`src/rtl/io_stim_sequencer_if.sv`:
```
// Control, table-load, status and DUT-facing switch/LED signals of the stimulus sequencer.
// The master side is the controller or bench. The slave side is the sequencer itself.
interface io_stim_sequencer_if #(
  parameter int unsigned SW_W   = 24,
  parameter int unsigned LED_W  = 24,
  parameter int unsigned DEPTH  = 8,
  parameter int unsigned HOLD_W = 16
);
  localparam int unsigned AW = (DEPTH > 1) ? $clog2(DEPTH) : 1;

  logic              cfg_we;
  logic [AW-1:0]     cfg_addr;
  logic [SW_W-1:0]   cfg_sw;
  logic [LED_W-1:0]  cfg_exp;
  logic [LED_W-1:0]  cfg_mask;
  logic [HOLD_W-1:0] cfg_hold;
  logic [AW:0]       num_steps;
  logic              loop_mode;
  logic              start;
  logic              abort;
  logic              dut_rst;
  logic [SW_W-1:0]   switch;
  logic [LED_W-1:0]  led;
  logic              busy;
  logic              done;
  logic [AW-1:0]     step_idx;
  logic [15:0]       mismatch_cnt;
  logic              fail;
  logic [AW-1:0]     fail_step;
  logic [LED_W-1:0]  fail_led;

  modport master (
    output cfg_we, cfg_addr, cfg_sw, cfg_exp, cfg_mask, cfg_hold,
    output num_steps, loop_mode, start, abort, led,
    input  dut_rst, switch, busy, done, step_idx, mismatch_cnt, fail, fail_step, fail_led
  );

  modport slave (
    input  cfg_we, cfg_addr, cfg_sw, cfg_exp, cfg_mask, cfg_hold,
    input  num_steps, loop_mode, start, abort, led,
    output dut_rst, switch, busy, done, step_idx, mismatch_cnt, fail, fail_step, fail_led
  );
endinterface

```
`src/rtl/io_stim_sequencer.sv`:
```
// Switch/LED stimulus-and-check engine: resets the DUT, then walks a table of switch vectors,
// comparing the LEDs against a masked expected value at the end of each step.
module io_stim_sequencer #(
  parameter int unsigned SW_W       = 24,
  parameter int unsigned LED_W      = 24,
  parameter int unsigned DEPTH      = 8,
  parameter int unsigned HOLD_W     = 16,
  parameter int unsigned RESET_HOLD = 700
) (
  input logic             clk,
  input logic             rst,
  io_stim_sequencer_if.slave bus
);
  localparam int unsigned AW    = (DEPTH > 1) ? $clog2(DEPTH) : 1;
  localparam int unsigned NW    = AW + 1;
  localparam int unsigned RST_W = (RESET_HOLD > 1) ? $clog2(RESET_HOLD) : 1;

  typedef struct packed {
    logic [SW_W-1:0]   sw;
    logic [LED_W-1:0]  exp;
    logic [LED_W-1:0]  mask;
    logic [HOLD_W-1:0] hold;
  } entry_t;

  typedef enum logic [1:0] {
    S_IDLE = 2'd0,
    S_RST  = 2'd1,
    S_STEP = 2'd2,
    S_DONE = 2'd3
  } state_t;

  state_t            state_q, state_d;
  logic              dut_rst_q, dut_rst_d;
  logic [SW_W-1:0]   switch_q, switch_d;
  logic              busy_q, busy_d;
  logic              done_q, done_d;
  logic [AW-1:0]     step_idx_q, step_idx_d;
  logic [15:0]       mismatch_q, mismatch_d;
  logic              fail_q, fail_d;
  logic [AW-1:0]     fail_step_q, fail_step_d;
  logic [LED_W-1:0]  fail_led_q, fail_led_d;
  logic [AW-1:0]     n_last_q, n_last_d;
  logic              loop_q, loop_d;
  logic [RST_W-1:0]  rst_cnt_q, rst_cnt_d;
  logic [HOLD_W-1:0] hold_cnt_q, hold_cnt_d;

  entry_t            table_q [DEPTH];
  entry_t            cur, nxt, first;
  logic [AW-1:0]     nxt_idx;
  logic [NW-1:0]     n_clamp;
  logic              mism;
  logic              start_ok;
  logic              addr_ok;
  logic              wr_en;

  // A hold of 0 behaves as 1: the down-counter is loaded with hold-1, floored at 0.
  function automatic logic [HOLD_W-1:0] hold_load(input logic [HOLD_W-1:0] h);
    return (h == '0) ? '0 : h - HOLD_W'(1);
  endfunction

  // With a power-of-two depth every address is in range.
  if (DEPTH == (1 << AW)) begin : g_addr_full
    assign addr_ok = 1'b1;
  end else begin : g_addr_part
    assign addr_ok = ({1'b0, bus.cfg_addr} < NW'(DEPTH));
  end

  assign wr_en = bus.cfg_we && addr_ok && ((state_q == S_IDLE) || (state_q == S_DONE));

  // Stimulus table; contents survive reset.
  always_ff @(posedge clk) begin
    if (wr_en) begin
      table_q[bus.cfg_addr] <= '{sw: bus.cfg_sw, exp: bus.cfg_exp, mask: bus.cfg_mask,
                                 hold: bus.cfg_hold};
    end
  end

  // State and output registers.
  always_ff @(posedge clk or posedge rst) begin
    if (rst) begin
      state_q     <= S_IDLE;
      dut_rst_q   <= 1'b1;
      switch_q    <= '0;
      busy_q      <= 1'b0;
      done_q      <= 1'b0;
      step_idx_q  <= '0;
      mismatch_q  <= '0;
      fail_q      <= 1'b0;
      fail_step_q <= '0;
      fail_led_q  <= '0;
      n_last_q    <= '0;
      loop_q      <= 1'b0;
      rst_cnt_q   <= '0;
      hold_cnt_q  <= '0;
    end else begin
      state_q     <= state_d;
      dut_rst_q   <= dut_rst_d;
      switch_q    <= switch_d;
      busy_q      <= busy_d;
      done_q      <= done_d;
      step_idx_q  <= step_idx_d;
      mismatch_q  <= mismatch_d;
      fail_q      <= fail_d;
      fail_step_q <= fail_step_d;
      fail_led_q  <= fail_led_d;
      n_last_q    <= n_last_d;
      loop_q      <= loop_d;
      rst_cnt_q   <= rst_cnt_d;
      hold_cnt_q  <= hold_cnt_d;
    end
  end

  // Next-state and next-output logic.
  always_comb begin
    state_d     = state_q;
    dut_rst_d   = dut_rst_q;
    switch_d    = switch_q;
    busy_d      = busy_q;
    done_d      = done_q;
    step_idx_d  = step_idx_q;
    mismatch_d  = mismatch_q;
    fail_d      = fail_q;
    fail_step_d = fail_step_q;
    fail_led_d  = fail_led_q;
    n_last_d    = n_last_q;
    loop_d      = loop_q;
    rst_cnt_d   = rst_cnt_q;
    hold_cnt_d  = hold_cnt_q;

    cur      = table_q[step_idx_q];
    first    = table_q[0];
    nxt_idx  = (step_idx_q < n_last_q) ? step_idx_q + AW'(1) : '0;
    nxt      = table_q[nxt_idx];
    mism     = |((bus.led ^ cur.exp) & cur.mask);
    start_ok = bus.start && (bus.num_steps != '0);
    n_clamp  = (bus.num_steps > NW'(DEPTH)) ? NW'(DEPTH) : bus.num_steps;

    case (state_q)
      S_IDLE, S_DONE: begin
        if (start_ok) begin
          state_d     = S_RST;
          busy_d      = 1'b1;
          done_d      = 1'b0;
          dut_rst_d   = 1'b1;
          switch_d    = first.sw;
          rst_cnt_d   = RST_W'(RESET_HOLD - 1);
          n_last_d    = AW'(n_clamp - NW'(1));
          loop_d      = bus.loop_mode;
          mismatch_d  = '0;
          fail_d      = 1'b0;
          fail_step_d = '0;
          fail_led_d  = '0;
        end
      end

      S_RST: begin
        if (bus.abort) begin
          state_d   = S_IDLE;
          busy_d    = 1'b0;
          done_d    = 1'b0;
          dut_rst_d = 1'b1;
        end else if (rst_cnt_q == '0) begin
          state_d    = S_STEP;
          dut_rst_d  = 1'b0;
          step_idx_d = '0;
          switch_d   = first.sw;
          hold_cnt_d = hold_load(first.hold);
        end else begin
          rst_cnt_d = rst_cnt_q - RST_W'(1);
        end
      end

      S_STEP: begin
        if (bus.abort) begin
          state_d   = S_IDLE;
          busy_d    = 1'b0;
          done_d    = 1'b0;
          dut_rst_d = 1'b1;
        end else if (hold_cnt_q == '0) begin
          // Last cycle of the step: sample LEDs, then advance, wrap or finish.
          if (mism) begin
            if (mismatch_q != 16'hFFFF) mismatch_d = mismatch_q + 16'd1;
            if (!fail_q) begin
              fail_d      = 1'b1;
              fail_step_d = step_idx_q;
              fail_led_d  = bus.led;
            end
          end
          if ((step_idx_q < n_last_q) || loop_q) begin
            step_idx_d = nxt_idx;
            switch_d   = nxt.sw;
            hold_cnt_d = hold_load(nxt.hold);
          end else begin
            state_d = S_DONE;
            busy_d  = 1'b0;
            done_d  = 1'b1;
          end
        end else begin
          hold_cnt_d = hold_cnt_q - HOLD_W'(1);
        end
      end

      default: state_d = S_IDLE;
    endcase
  end

  assign bus.dut_rst      = dut_rst_q;
  assign bus.switch       = switch_q;
  assign bus.busy         = busy_q;
  assign bus.done         = done_q;
  assign bus.step_idx     = step_idx_q;
  assign bus.mismatch_cnt = mismatch_q;
  assign bus.fail         = fail_q;
  assign bus.fail_step    = fail_step_q;
  assign bus.fail_led     = fail_led_q;
endmodule

```
`src/flat_wrapper.sv`:
```
// flat-port wrapper written by rule: the top's interface ports become plain ports
module io_stim_sequencer_flat 
#(
  parameter int unsigned SW_W       = 24,
  parameter int unsigned LED_W      = 24,
  parameter int unsigned DEPTH      = 8,
  parameter int unsigned HOLD_W     = 16,
  parameter int unsigned RESET_HOLD = 700
)
  (clk, rst, bus_cfg_we, bus_cfg_addr, bus_cfg_sw, bus_cfg_exp, bus_cfg_mask, bus_cfg_hold, bus_num_steps, bus_loop_mode, bus_start, bus_abort, bus_led, bus_dut_rst, bus_switch, bus_busy, bus_done, bus_step_idx, bus_mismatch_cnt, bus_fail, bus_fail_step, bus_fail_led);
  io_stim_sequencer_if #(.SW_W(SW_W), .LED_W(LED_W), .DEPTH(DEPTH), .HOLD_W(HOLD_W)) bus_i ();
  input logic clk;
  input logic rst;
  input wire logic [$bits(bus_i.cfg_we)-1:0] bus_cfg_we;
  input wire logic [$bits(bus_i.cfg_addr)-1:0] bus_cfg_addr;
  input wire logic [$bits(bus_i.cfg_sw)-1:0] bus_cfg_sw;
  input wire logic [$bits(bus_i.cfg_exp)-1:0] bus_cfg_exp;
  input wire logic [$bits(bus_i.cfg_mask)-1:0] bus_cfg_mask;
  input wire logic [$bits(bus_i.cfg_hold)-1:0] bus_cfg_hold;
  input wire logic [$bits(bus_i.num_steps)-1:0] bus_num_steps;
  input wire logic [$bits(bus_i.loop_mode)-1:0] bus_loop_mode;
  input wire logic [$bits(bus_i.start)-1:0] bus_start;
  input wire logic [$bits(bus_i.abort)-1:0] bus_abort;
  input wire logic [$bits(bus_i.led)-1:0] bus_led;
  output wire logic [$bits(bus_i.dut_rst)-1:0] bus_dut_rst;
  output wire logic [$bits(bus_i.switch)-1:0] bus_switch;
  output wire logic [$bits(bus_i.busy)-1:0] bus_busy;
  output wire logic [$bits(bus_i.done)-1:0] bus_done;
  output wire logic [$bits(bus_i.step_idx)-1:0] bus_step_idx;
  output wire logic [$bits(bus_i.mismatch_cnt)-1:0] bus_mismatch_cnt;
  output wire logic [$bits(bus_i.fail)-1:0] bus_fail;
  output wire logic [$bits(bus_i.fail_step)-1:0] bus_fail_step;
  output wire logic [$bits(bus_i.fail_led)-1:0] bus_fail_led;
  assign bus_i.cfg_we = bus_cfg_we;
  assign bus_i.cfg_addr = bus_cfg_addr;
  assign bus_i.cfg_sw = bus_cfg_sw;
  assign bus_i.cfg_exp = bus_cfg_exp;
  assign bus_i.cfg_mask = bus_cfg_mask;
  assign bus_i.cfg_hold = bus_cfg_hold;
  assign bus_i.num_steps = bus_num_steps;
  assign bus_i.loop_mode = bus_loop_mode;
  assign bus_i.start = bus_start;
  assign bus_i.abort = bus_abort;
  assign bus_i.led = bus_led;
  assign bus_dut_rst = bus_i.dut_rst;
  assign bus_switch = bus_i.switch;
  assign bus_busy = bus_i.busy;
  assign bus_done = bus_i.done;
  assign bus_step_idx = bus_i.step_idx;
  assign bus_mismatch_cnt = bus_i.mismatch_cnt;
  assign bus_fail = bus_i.fail;
  assign bus_fail_step = bus_i.fail_step;
  assign bus_fail_led = bus_i.fail_led;
  io_stim_sequencer #(.SW_W(SW_W), .LED_W(LED_W), .DEPTH(DEPTH), .HOLD_W(HOLD_W), .RESET_HOLD(RESET_HOLD)) u_core (.clk(clk), .rst(rst), .bus(bus_i));
endmodule
```
`config.mk`:
```
export PLATFORM = sky130hd
export DESIGN_NAME = io_stim_sequencer_flat
export DESIGN_NICKNAME = d
export VERILOG_FILES = /design/src/rtl/io_stim_sequencer_if.sv /design/src/rtl/io_stim_sequencer.sv /design/src/flat_wrapper.sv
export SDC_FILE = /design/constraint.sdc
export NUM_CORES = 1
export LEC_CHECK = 0
export CORE_AREA = 2 2 318 320
export DETAILED_ROUTE_END_ITERATION = 8
export DIE_AREA = 0 0 320 322
export MAX_ROUTING_LAYER = met4
export PLACE_DENSITY = 0.56
export SLEW_MARGIN = 15
export SYNTH_ARGS = -nofsm -noshare
export SYNTH_HDL_FRONTEND = slang
export SYNTH_SLANG_ARGS = --single-unit
export TNS_END_PERCENT = 100
```
`constraint.sdc`:
```
create_clock -name clk -period 21.2 [get_ports clk]
set_input_delay 6.36 -clock clk [delete_from_list [all_inputs] [get_ports clk]]
set_output_delay 6.36 -clock clk [all_outputs]
set_load 0.05 [all_outputs]
```
=== Word-level counts from Yosys, hierarchy flattened ===
Memories as Yosys holds them, arrays and structs flattened.
Index checks and enable logic that the tools add are counted.

* Memories: 1
* Input port bits: 125
* Memory bits (writable): 704
* Word-level logic and storage cells: 145
* Register bits: 106

{| class="wikitable"
|+ Memories
! memory !! depth !! width !! rd ports !! clocked after Yosys merged registers in !! write ports !! RTL line !! source
|-
| u_core.table_q || 8 || 88 || 3 || 0 || 1 || io_stim_sequencer.sv:47 || <nowiki>entry_t table_q [DEPTH];</nowiki>
|}

* Reduce and logical (&&, ||, !) cells: 26
* Multiplexer cells: 73
* Eq/ne operators: 20
* Add/subtract/negate cells: 7
* Bitwise operators: 2
* $lt $le $gt $ge: 2

{| class="wikitable"
|+ Operators with widths
! kind !! number
|-
| 24-bit 2-to-1 mux || 11
|-
| 16-bit 2-to-1 mux || 12
|-
| 24-bit case mux with 3 select lines || 1
|-
| 16-bit case mux with 2 select lines || 2
|-
| 16-bit zero test || 3
|-
| 24-bit case mux with 2 select lines || 1
|-
| 16-bit by 1-bit subtractor with 16-bit output (second input constant) || 3
|-
| 3-bit 2-to-1 mux || 12
|-
| 10-bit 2-to-1 mux || 3
|-
| 24-bit bitwise AND || 1
|-
| 6-bit AND reduction || 4
|-
| 24-bit OR reduction || 1
|-
| 24-bit bitwise XOR || 1
|-
| 10-bit case mux with 2 select lines || 1
|-
| 1-bit 2-to-1 mux || 17
|-
| 16-bit by 1-bit adder with 16-bit output (second input constant) || 1
|-
| 16-bit inequality test (second input constant) || 1
|-
| 2-bit 2-to-1 mux || 6
|-
| 2-bit by 1-bit inequality test with 1-bit output (second input constant) || 6
|-
| 2-bit inequality test (second input constant) || 6
|-
| 3-bit case mux with 2 select lines || 2
|-
| 4-bit AND reduction || 3
|-
| 10-bit zero test || 1
|-
| 5-bit AND reduction || 2
|-
| other kinds (20) || 29
|}

=== Logic depth before layout (Yosys ltp) ===
An unclocked memory read counts as a cell.

* Word-level depth: 9
* Mapped depth: 14
* Gate-level depth less buffers: 11

=== Worst setup path after synthesis ===
Ideal clock, no wire load.

* Path type: input to register
* From: input port bus_cfg_addr[0]
* To: memory u_core.table_q[4][0] (netlist name), enable pin
* Required time: 20.556 ns
* Setup slack: 7.974 ns
* Stages on the path: 2
* Arrival: 12.583 ns
* Cell sequence: nand2b_1 > nor3_1

{| class="wikitable"
|+ RTL lines
! what !! RTL line !! source
|-
| from (decl) || flat_wrapper.sv:15 || <nowiki>input wire logic [$bits(bus_i.cfg_addr)-1:0] bus_cfg_addr;</nowiki>
|-
| to (decl) || io_stim_sequencer.sv:47 ||
|}

No word-level cell before the write port.

=== Worst setup path after layout ===
* From: input port bus_led[3]
* To: register u_core.fail_step_q[2], in the netlist u_core.bus.fail_step[2]

* Cells in the longest elaborated chain, start to end: 5

{| class="wikitable"
|+ RTL lines
! what !! RTL line !! source
|-
| from (decl) || flat_wrapper.sv:24 || <nowiki>input wire logic [$bits(bus_i.led)-1:0] bus_led;</nowiki>
|-
| 24-bit bitwise XOR || io_stim_sequencer.sv:134 || <nowiki>mism = |((bus.led ^ cur.exp) & cur.mask);</nowiki>
|-
| 24-bit bitwise AND || io_stim_sequencer.sv:134 ||
|-
| 24-bit OR reduction || io_stim_sequencer.sv:134 ||
|-
| 2-bit by 1-bit inequality test with 1-bit output (no source line) || - ||
|-
| 6-bit AND reduction (no source line) || - ||
|-
| to (signal assigned) || io_stim_sequencer.sv:104 || <nowiki>fail_step_q <= fail_step_d;</nowiki>
|-
| to (decl) || io_stim_sequencer.sv:40 || <nowiki>logic [AW-1:0] fail_step_q, fail_step_d;</nowiki>
|}

No other way between the ends.
A chain may end at the register's enable or synchronous reset.

==> impl_results.md <==
- Remaining DRCs: 0
- Reg2Reg Depth: 11
- Clk root buf: clkbuf_16
- Min-Delay Path Depth: 2
- Hold Buf Count CTS: 0
- Filler cells: 9004
- Post-CTS setup buffer count: 0
- Post-layout nets: 2675
- Total Wirelength: 92000 um
- Core Footprint: 0.0996 mm2
- Clk sinks: 810
- Post-synth net total: 2493
- Fin crit period: 9.60 ns
- Top FF cell, synth: edfxtp_1
- Vias in the first global route: 21600
- Hpwl dp: 55800 um
- Crit-path max FO: 27
- Synth top area share: 0.612
- Hold WS: 0.489 ns
- Most frequent cell after synthesis: edfxtp_1
- Slew Viols, Final: 0
- Startpoint types: primary input
- Synthesis Warnings: 0
- Worst skew pair latency: 0.65 ns
- Row count: 116
- Tcrit/Tclk final: 0.453
- Via Count: 21200
- Multi-input logic area: 0.00991 mm2
- Worst-path clk slew: 0.06 ns
- Grt total ovfl: 0
- Max VDD drop: 72.8 uV
- Hold Path Class: flop to flop
- Least-Margin Pin Slew: 1.19 ns
- Met2 Use GR: 0.290
- Skew final: 0.0129 ns
- Drt first pass iters: 6
- Syn avg cell area: 14.7 um2
- LEAKAGE: 13.3 nW
- Commonest cells in the netlist: edfxtp_1 (704), a211oi_1 (134), mux2i_1 (134), dfrtp_1 (105), nand2_1 (103)
- Largest net degree at the start of global routing: 102
- Max-slew headroom: 0.208
- R2R Path End: u_core.bus.fail_step[2]
- Worst r2r src: u_core.bus.step_idx[1]
- Area added between synthesis and finish: 17.8%
- Min-delay src: u_core.n_last_q[1]
- GRT Max-Usage Layer: met2
- WL/cell: 23.5 um
- Arr. time, crit path: 10.14 ns
- Layout cells sized above 1: 0.102
- Hold Path Sink: u_core.n_last_q[1]
- Post-Syn Area: 0.0345 mm2
- RSZ-0062 raised after global routing: no
- Distinct cells, synth: 91
- Cts repair resizes: 0
- Setup violations, final: 0
- Die Ht: 322 um
- Critical Path End Type: flop
- Max Freq: 104 MHz
- Synth area leaders: edfxtp_1 (61%), dfrtp_1 (7.6%), mux2i_1 (3.9%)
- GRT Util Overall: 0.181
- Power Density: 119 mW/mm2
- Post-synth top area cell: edfxtp_1
- Initial core utilization: 0.347
- Max H-tree Level: 3
- Die width: 320 um
- Fin. Hold Viols: 0
- Met3 Track Usage GR: 0.0318
- CTS max path bufs: 3
- Crit Path Category: primary input to flop
- Port buffer count: 198
- Post-synth EDFFs: 704
- Async set or reset register ratio after synthesis: 0.131
- DR vias/cell: 5.42
- Total die area: 0.103 mm2
- Io pins: 199
- Met1 Usage GRT: 0.234
- Status: finished, final reports clean
- CP cell instances: clkdlybuf4s50_1, xor2_1, a221oi_1, a22oi_1, o32ai_1, nand4_1, a221oi_4, buf_4, o41ai_1, a22o_1
- Flip-flop and latch count after synthesis: 810
- FF/Latch Area: 0.0238 mm2
- Slowest Stage Delay on Critical Path: 1.01 ns
- Initial antenna violation count: 8
- DRT iter0 DRCs: 1620
- GP Congestion: 0.853
- MaxCap Viol Count: 0
- Syn Inst Count: 2356
- Crit path max-delay cell type: a221oi_4
- TNS Setup: 0 ns
- CP required: 21.74 ns
- CTS Buf Count: 87
- Reg2Reg Setup Slack: 15.83 ns
- Sequential share of the synthesized area: 0.689
- Antenna viol nets, final: 0
- First-pass GRT wire length: 137000 um
- CTS tree: yes
final cells by class:
cell class,instances,share of cell area
Clock buffer,100,0.0552
Antenna cell,5,0.000308
Clock inverter,62,0.0151
Tap cell,1298,0.0399
Timing Repair Buffer,239,0.0563
Inverter,46,0.00431
Sequential cell,810,0.585
Multi-Input combinational cell,1354,0.244
report_power, final:
part / total [mW] / internal [mW] / leakage, nW / switching, mW
combinational: 1.37 / 0.450 / 4.22 / 0.919
sequential: 1.95 / 1.87 / 7.68 / 0.0827
clock: 1.51 / 0.869 / 1.42 / 0.645
total: 4.83 / 3.19 / 13.3 / 1.65
worst max path at each step:
| stage | slack [ns] | cells after the start | from | end |
|---|---|---|---|---|
| floorplan | 7.97 | 2 | bus_cfg_addr[0] | u_core.table_q[4][0] |
| global placement | 10.90 | 10 | bus_led[9] | u_core.bus.fail_step[2] |
| detailed placement | 10.85 | 10 | bus_led[9] | u_core.bus.fail_step[2] |
| CTS | 11.54 | 10 | bus_led[9] | u_core.bus.fail_step[2] |
| global route | 11.33 | 10 | bus_led[17] | u_core.bus.fail_step[2] |
| finish | 11.60 | 10 | bus_led[3] | u_core.bus.fail_step[2] |
registers in the layout, summed over array words and instances (netlist names):
name                     count
u_core.bus.busy              1
u_core.bus.done              1
u_core.bus.dut_rst           1
u_core.bus.fail              1
u_core.bus.fail_led         24
u_core.bus.fail_step         3
u_core.bus.mismatch_cnt     16
u_core.bus.step_idx          3
u_core.bus.switch           24
u_core.hold_cnt_q           16
u_core.loop_q                1
u_core.n_last_q              3
u_core.rst_cnt_q            10
u_core.state_q               2
u_core.table_q             704
worst max-delay path: cells and delay by family:
kind	cells	cell delay, ns
AND/OR/NAND/NOR	1	0.32
AO/OA/AOI/OAI	6	2.14
XOR/XNOR	1	0.25
buffers and inverters	2	1.04
cells by family after synthesis:
group,after synthesis,share of synthesized area
AO/OA/AOI/OAI,520,0.105
XOR/XNOR,91,0.0231
adder cells (fa/ha/maj),12,0.00435
buffers and inverters,192,0.0257
flip-flops,810,0.689
multiplexers,178,0.0606
AND/OR/NAND/NOR,553,0.0917
through the flow:
stage                     worst slack (ns)  instance area (um2)  power, mW  instances   util
after floorplan                       7.97                34500       2.93       2356      -
after global placement               10.90                37800       3.33       3747  0.380
after detailed placement             10.85                37800       3.36       3747  0.380
after CTS                            11.54                40700       4.88       3909  0.408
after global routing                 11.33                40700       5.06       3914  0.409
final                                11.60                40700       4.83       3914  0.409
cells in the final DEF (no fill, tap or decap), types with 12 or more instances in the layout:
cell type | netlist | layout
a211oi_1 | 134 | 134
a21oi_1 | 79 | 79
a22oi_1 | 17 | 17
a311oi_1 | 13 | 13
a31oi_1 | 23 | 23
a32oi_1 | 17 | 17
and3_1 | 32 | 31
buf_4 | 13 | 41
clkbuf_16 | 0 | 87
clkdlybuf4s50_1 | 0 | 198
clkinv_1 | 2 | 15
clkinv_2 | 0 | 28
dfrtp_1 | 105 | 103
edfxtp_1 | 704 | 704
inv_1 | 43 | 42
mux2_2 | 22 | 22
mux2i_1 | 134 | 134
mux4_2 | 20 | 20
nand2_1 | 103 | 102
nand2b_1 | 25 | 25
nand3_1 | 35 | 35
nand3b_1 | 45 | 45
nand4_1 | 26 | 26
nand4b_1 | 15 | 15
nor2_1 | 96 | 92
nor2b_1 | 54 | 54
nor3_1 | 29 | 24
o211ai_1 | 28 | 28
o21ai_0 | 81 | 81
o21ai_1 | 12 | 12
o31ai_1 | 15 | 15
or4_1 | 12 | 12
xnor2_1 | 47 | 47
xor2_1 | 44 | 44
per-layer routing:
layer	routed length [um]	share of wire
met4	2150	0.023
met1	41000	0.45
met5	0	0
met2	43900	0.48
met3	4950	0.054
Power figures use the tool's default switching activity.
